[config.mk]
export PLATFORM = sky130hd
export DESIGN_NAME = instruction_fetch
export DESIGN_NICKNAME = d
export VERILOG_FILES = /design/src/rtl/instruction_fetch.sv
export SDC_FILE = /design/constraint.sdc
export NUM_CORES = 1
export LEC_CHECK = 0
export ABC_AREA = 1
export CAP_MARGIN = 20
export CELL_PAD_IN_SITES_DETAIL_PLACEMENT = 0
export CELL_PAD_IN_SITES_GLOBAL_PLACEMENT = 1
export CORE_MARGIN = 4
export CORE_UTILIZATION = 34
export CTS_BUF_LIST = sky130_fd_sc_hd__clkbuf_16
export CTS_CLUSTER_SIZE = 8
export DETAILED_ROUTE_END_ITERATION = 6
export PLACE_DENSITY_LB_ADDON = 0.15
export SYNTH_ARGS = -nofsm -noshare
export SYNTH_HDL_FRONTEND = slang
export SYNTH_SLANG_ARGS = --single-unit
[constraint.sdc]
create_clock -name i_clk -period 3.4 [get_ports i_clk]
set_input_delay 0.68 -clock i_clk [delete_from_list [all_inputs] [get_ports i_clk]]
set_output_delay 0.68 -clock i_clk [all_outputs]
set_load 0.01 [all_outputs]
[src/rtl/instruction_fetch.sv]
// Fetch sequencer: owns the program counter, issues one-cycle read requests to instruction
// memory, captures the returned word and strobes it into the instruction latch, then waits
// for the consumer to advance (i_next) or redirect (i_jump) before fetching again.
module instruction_fetch #(
  parameter int unsigned           ADDR_WIDTH = 8,
  parameter int unsigned           DATA_WIDTH = 8,
  parameter logic [ADDR_WIDTH-1:0] RESET_PC   = '0,
  parameter int unsigned           TIMEOUT    = 15
) (
  input  logic                  i_clk,
  input  logic                  i_rst_n,
  input  logic                  i_run,
  input  logic                  i_next,
  input  logic                  i_jump,
  input  logic [ADDR_WIDTH-1:0] i_jump_addr,
  output logic [ADDR_WIDTH-1:0] o_mem_addr,
  output logic                  o_mem_rd,
  input  logic [DATA_WIDTH-1:0] i_mem_data,
  input  logic                  i_mem_valid,
  output logic [DATA_WIDTH-1:0] o_instr,
  output logic                  o_latch_enable,
  output logic [ADDR_WIDTH-1:0] o_pc,
  output logic                  o_busy,
  output logic                  o_fault
);

  localparam int unsigned CntW = $clog2(TIMEOUT + 1);
  // Last WAIT count value before the timeout fires; WAIT lasts TIMEOUT cycles without valid.
  localparam logic [CntW-1:0] CntLast = CntW'(TIMEOUT - 1);

  typedef enum logic [2:0] {StIdle, StReq, StWait, StPresent, StHold} state_e;

  state_e                state_q, state_d;
  logic [ADDR_WIDTH-1:0] pc_q, pc_d;
  logic [DATA_WIDTH-1:0] instr_q, instr_d;
  logic [CntW-1:0]       cnt_q, cnt_d;
  logic                  fault_q, fault_d;
  logic                  mem_rd_q, latch_en_q, busy_q;

  // Next-state, PC, captured word, timeout counter and sticky fault.
  always_comb begin
    state_d = state_q;
    pc_d    = pc_q;
    instr_d = instr_q;
    cnt_d   = cnt_q;
    fault_d = fault_q;
    case (state_q)
      StIdle: begin
        if (i_jump) begin
          pc_d = i_jump_addr;
        end else if (i_run) begin
          state_d = StReq;
        end
      end
      StReq: begin
        cnt_d   = '0;
        state_d = StWait;
      end
      StWait: begin
        if (i_mem_valid) begin
          instr_d = i_mem_data;
          state_d = StPresent;
        end else if (cnt_q == CntLast) begin
          // Memory never answered: flag it and reissue the request for the same PC.
          fault_d = 1'b1;
          cnt_d   = '0;
          state_d = StReq;
        end else begin
          cnt_d = cnt_q + CntW'(1);
        end
      end
      StPresent: begin
        state_d = StHold;
      end
      StHold: begin
        if (i_jump) begin
          pc_d    = i_jump_addr;
          state_d = i_run ? StReq : StIdle;
        end else if (i_next) begin
          pc_d    = pc_q + ADDR_WIDTH'(1);
          state_d = i_run ? StReq : StIdle;
        end
      end
      default: begin
        state_d = StIdle;
      end
    endcase
  end

  // State register; strobes and busy are registered from the next state so they line up
  // with the state they describe.
  always_ff @(posedge i_clk or negedge i_rst_n) begin
    if (!i_rst_n) begin
      state_q    <= StIdle;
      pc_q       <= RESET_PC;
      instr_q    <= '0;
      cnt_q      <= '0;
      fault_q    <= 1'b0;
      mem_rd_q   <= 1'b0;
      latch_en_q <= 1'b0;
      busy_q     <= 1'b0;
    end else begin
      state_q    <= state_d;
      pc_q       <= pc_d;
      instr_q    <= instr_d;
      cnt_q      <= cnt_d;
      fault_q    <= fault_d;
      mem_rd_q   <= (state_d == StReq);
      latch_en_q <= (state_d == StPresent);
      busy_q     <= (state_d != StIdle);
    end
  end

  assign o_mem_addr     = pc_q;
  assign o_pc           = pc_q;
  assign o_mem_rd       = mem_rd_q;
  assign o_instr        = instr_q;
  assign o_latch_enable = latch_en_q;
  assign o_busy         = busy_q;
  assign o_fault        = fault_q;

endmodule

; Yosys cells after proc, flatten, opt, wreduce, memory -nomap -nowiden
; Cells that the tools add are included.
[word_totals]
inputBits = 22
wordCells = 44
out_inout_bits = 28
ff_bits = 27
[op_classes]
bitwise_logic = 1
n_addsub = 2
n_reduce_logical = 8
n_eq_ne = 10
muxes = 15
[op_table]
columns = cell, n
row1 = $mux W8, 3
row2 = $mux W3, 6
row3 = $pmux W8 S2, 1
row4 = $pmux W3 S5, 1
row5 = $eq A3 B2 Y1 const B, 3
row6 = $add A8 B1 Y8 const B, 1
row7 = $mux W4, 2
row8 = $pmux W4 S2, 1
row9 = $eq A3 B1 Y1 const B, 2
row10 = $reduce_and A3 Y1, 2
row11 = $add A4 B1 Y4 const B, 1
row12 = $eq A4 B4 Y1 const B, 1
row13 = $ne A2 B2 Y1 const B, 2
row14 = $reduce_and A2 Y1, 2
row15 = $reduce_bool A2 Y1, 2
row16 = $eq A3 B3 Y1 const B, 1
row17 = $logic_not A3 Y1, 1
row18 = $ne A3 B3 Y1 const B, 1
row19 = $reduce_bool A3 Y1, 1
row20 = $mux W1, 1
row21 = $not A1 Y1, 1

; Depth between registers and ports, before layout
[logic_depth]
depth_word = 5
depth_mapped = 8
ltp_nobuf = 8

; Worst setup path after synthesis
; No wires, ideal clock.
[synth_timing]
kind = input to register
start = input i_jump
end = register pc_q[5], in the netlist o_mem_addr[5]
path_buffers = 1
stages = 6
arrival_time_ps = 1316
setup_slack_ps = 1967
setup_ps = 116
required_time_ps = 3284
path_cell_list = or2_2 nand3_2 buf_6 a21oi_1 nand2_1 nand2_1
[synth_via]
elab_chain_cells = 2
elab_cells_between_ends = 5
classes_between = eq/ne: 2 / mux: 2 / reduce/logical: 1
[synth_lines]
columns = item, line_no
row1 = from (decl), 14  ; input logic i_jump,
row2 = "$ne A3 B3 Y1 (no line), or another cell as far along", n/a
row3 = $reduce_and A3 Y1 (no line) or $pmux W8 S2 (tied branches), n/a
row4 = to (signal assigned), 104  ; pc_q <= pc_d;
row5 = to (decl), 34  ; logic [ADDR_WIDTH-1:0] pc_q, pc_d;
; Parallel ways exist; a longest one is shown, timed or not.
; A chain may end at the register's enable or synchronous reset.

; Worst setup path after layout
[layout_timing]
start = register pc_q[3], in the netlist o_mem_addr[3]
end = output o_mem_addr[3]
[layout_lines]
columns = item, line_no
row1 = to (decl), 16  ; output logic [ADDR_WIDTH-1:0] o_mem_addr,
; No word-level cell between the ends.

==> reports/metrics.yaml <==
outcome:
  outcome: "complete, no violations"
worst_setup_path:
  startpoint: "o_mem_addr[3]$_DFFE_PN0P_"
  slowest_stage: "clkdlybuf4s50_1"
  cp_max_fo: 7
  worst_r2r_endpoint: "o_busy$_DFF_PN0_"
  cp-endpoint: "o_mem_addr[3]"
  r2r_slack_ns: 1.72
  worst-path-buf-inv: 1
  r2r_start: "state_q[0]$_DFF_PN0_"
  ff2ff_path_depth: 5
  worstPathCellList: "clkdlybuf4s50_1"
  cp_top_family: "buffers and inverters"
  cp_num_cells: 1
  start_kind: "register"
  required_ns: 2.72
  crit_type: "register to output pin"
  arrival_ns: 1.31
  cpPeakStageDelay_ns: 0.59
  crit_path_end_kind: "output pin"
worst_hold_path:
  hold_path.class: "register to register"
  min-delay-start: "o_instr[0]$_DFFE_PN0P_"
route:
  ant_nets: 0
  wl_per_cell_um: 11.6
  drtIter0Drc: 50
  first_pass_iters: 4
  route.detailed.drc: 0
  route.vias.total: 1302
  vias_per_cell: 4.44
  route.final.wire_length_um: 3390
timing:
  finalCritPeriodShare_pct: 58.5
  worst_hold_slack_ns: 0.479
  max_clock_freq_mhz: 503
  setup_viol: 0
  rsz0062_at_grt: "false"
  tightest_slew_ns: 0.617
  finalCriticalPeriod_ns: 1.99
  fin_skew_ns: 0.00280
  fin_setup_tns_ns: 0
  slew_viol_final: 0
  relSlewSlack_pct: 58.8
  hold_violations: 0
clock_network:
  clk_pin_slew_ns: 0.07
  cts-buffers-inserted: 3
  ctsRootBufferMaster: "clkbuf_16"
  clk_latency_ns: 0.26
  post_cts.repair.setup_buffers: 0
  cts_tree: "done"
  clock_path_buffers: 2
  ctsResizeCount: 0
  htreeDepth: 1
  cts.sinks: 27
  cts_hold_buf: 0
yosys:
  yosysSeqAreaShare_pct: 45.6
  synth_top_area_cell: "dfrtp_1"
  avgSynthCellArea_um2: 7.44
  synth_top_area_share_pct: 45.6
  ys_warn_count: 0
  synth_most_common_cell: "nand2_1"
  ys_ff_latch: 27
  synth_edf_count: 0
  ys_types: 23
  syn_inst: 199
  yosys-top-cells-count: "nand2_1, dfrtp_1, inv_1"
  ys.flop_type: "dfrtp_1"
  synthArstFlopShare_pct: 100
  synth_area_mm2: 0.00148
  synthTopCellsByArea: "dfrtp_1, nand2_1, inv_1"
  syn-num-nets: 224
placement:
  place.gp.congestion: 0.796
  dp.cells: 289
  placed_cell_area_mm2: 0.00196
  io_buffers: 49
  dp.final_hpwl_um: 2560
power_and_ir_drop:
  p_leak_nw: 1.03
  power_mw: 1.62
  max-vdd-ir-drop_v: 0.000470
  p_per_area_mw_per_mm2: 795
final_layout:
  fin_area_mm2: 0.00204
  fillCellCount: 408
  fin_cells: 293
  syn_to_final_growth_pct: 37.8
  n_antenna_cell: 0
  fin_nets: 269
  drive_gt1_share_pct: 6.17
global_route:
  grt_pass1_wl_um: 5750
  grt-ovfl-total: 0
  antenna_found_initial: 0
  grt_max_degree: 28
  grt_pass1_vias: 1271
  grt_use_total_pct: 13.5
die:
  die_h_um: 74.0
  core_area_mm2: 0.00412
  die_w_um: 74.0
  start_util_pct: 36.0
  ios: 50
  die_area_mm2: 0.00548
  num_rows: 23
run:
  drv_cap: 0
==> worst min path at each step <==
stage / end / cells after the start / slack, ns
floorplan: cnt_q[0]$_DFFE_PN0P_ / 0 / 0.38
global placement: o_instr[7]$_DFFE_PN0P_ / 2 / 0.46
detailed placement: o_instr[7]$_DFFE_PN0P_ / 2 / 0.47
CTS: o_instr[1]$_DFFE_PN0P_ / 2 / 0.48
global route: o_instr[5]$_DFFE_PN0P_ / 2 / 0.49
finish: o_instr[0]$_DFFE_PN0P_ / 2 / 0.48
==> layout make-up <==
type	instances	area, um2	share of cell area (%)
flip-flops and latches	27	676	33.1
inverters	27	106	5.21
well taps	50	62.6	3.06
repair buffers	50	498	24.4
multi-input cells	135	617	30.2
clock buffers	3	75.1	3.68
clock inverters	1	7.51	0.368
==> registers in the layout, summed over array words and instances, names as in the netlist <==
signal,flops
o_instr,8
state_q,3
o_mem_addr,8
o_latch_enable,1
o_mem_rd,1
cnt_q,4
o_fault,1
o_busy,1
==> cell usage in the layout, fill, tap and decap left out <==
cell type        instances
nand3b_1                 2
nand2_2                  1
nor3b_1                  1
or2_2                    1
ha_1                     3
o21ai_1                  1
nor2_1                  11
dfrtp_1                 27
nor2_2                   2
nand4_1                  1
xor2_1                   1
nand3_2                  2
inv_2                    3
o21bai_1                 1
o211ai_1                 1
nand3_1                 17
inv_1                   23
clkdlybuf4s50_1         49
inv_6                    1
a21oi_1                  5
clkinvlp_4               1
clkbuf_16                3
buf_4                    1
o21ai_0                  5
nand2_1                 80
==> cell families (layout without fill, tap and decap cells) <==
family / after synthesis / in the layout / share of synthesized area, %
DFF: 27 / 27 / 45.6
and+or+nand+nor: 118 / 118 / 33.8
AOI/OAI and AO/OA: 13 / 13 / 4.73
buffers and inverters: 37 / 81 / 12.8
adders and majority gates: 3 / 3 / 2.53
xor gates and xnor gates: 1 / 1 / 0.591
==> routing by layer <==
layer	global-route usage (%)	vias up	wire length (um)
met3	3.92	2	214
met4	2.41	0	21
met5	0	-	0
met2	24.0	27	1640
li1	-	696	-
met1	16.4	577	1510
==> where the power goes <==
group / switching (mW) / internal, mW / total [mW]
combinational: 0.384 / 0.390 / 0.774
sequential: 0.129 / 0.448 / 0.577
clock: 0.111 / 0.160 / 0.271
total: 0.624 / 0.998 / 1.62
==> per-stage QoR <==
stage	utilization, %	worst slack [ns]
floorplan	-	1.97
global placement	47.6	1.22
detailed placement	47.6	1.16
CTS	49.6	1.41
global route	49.6	1.30
finish	49.6	1.41
Power figures use the tool's default switching activity.
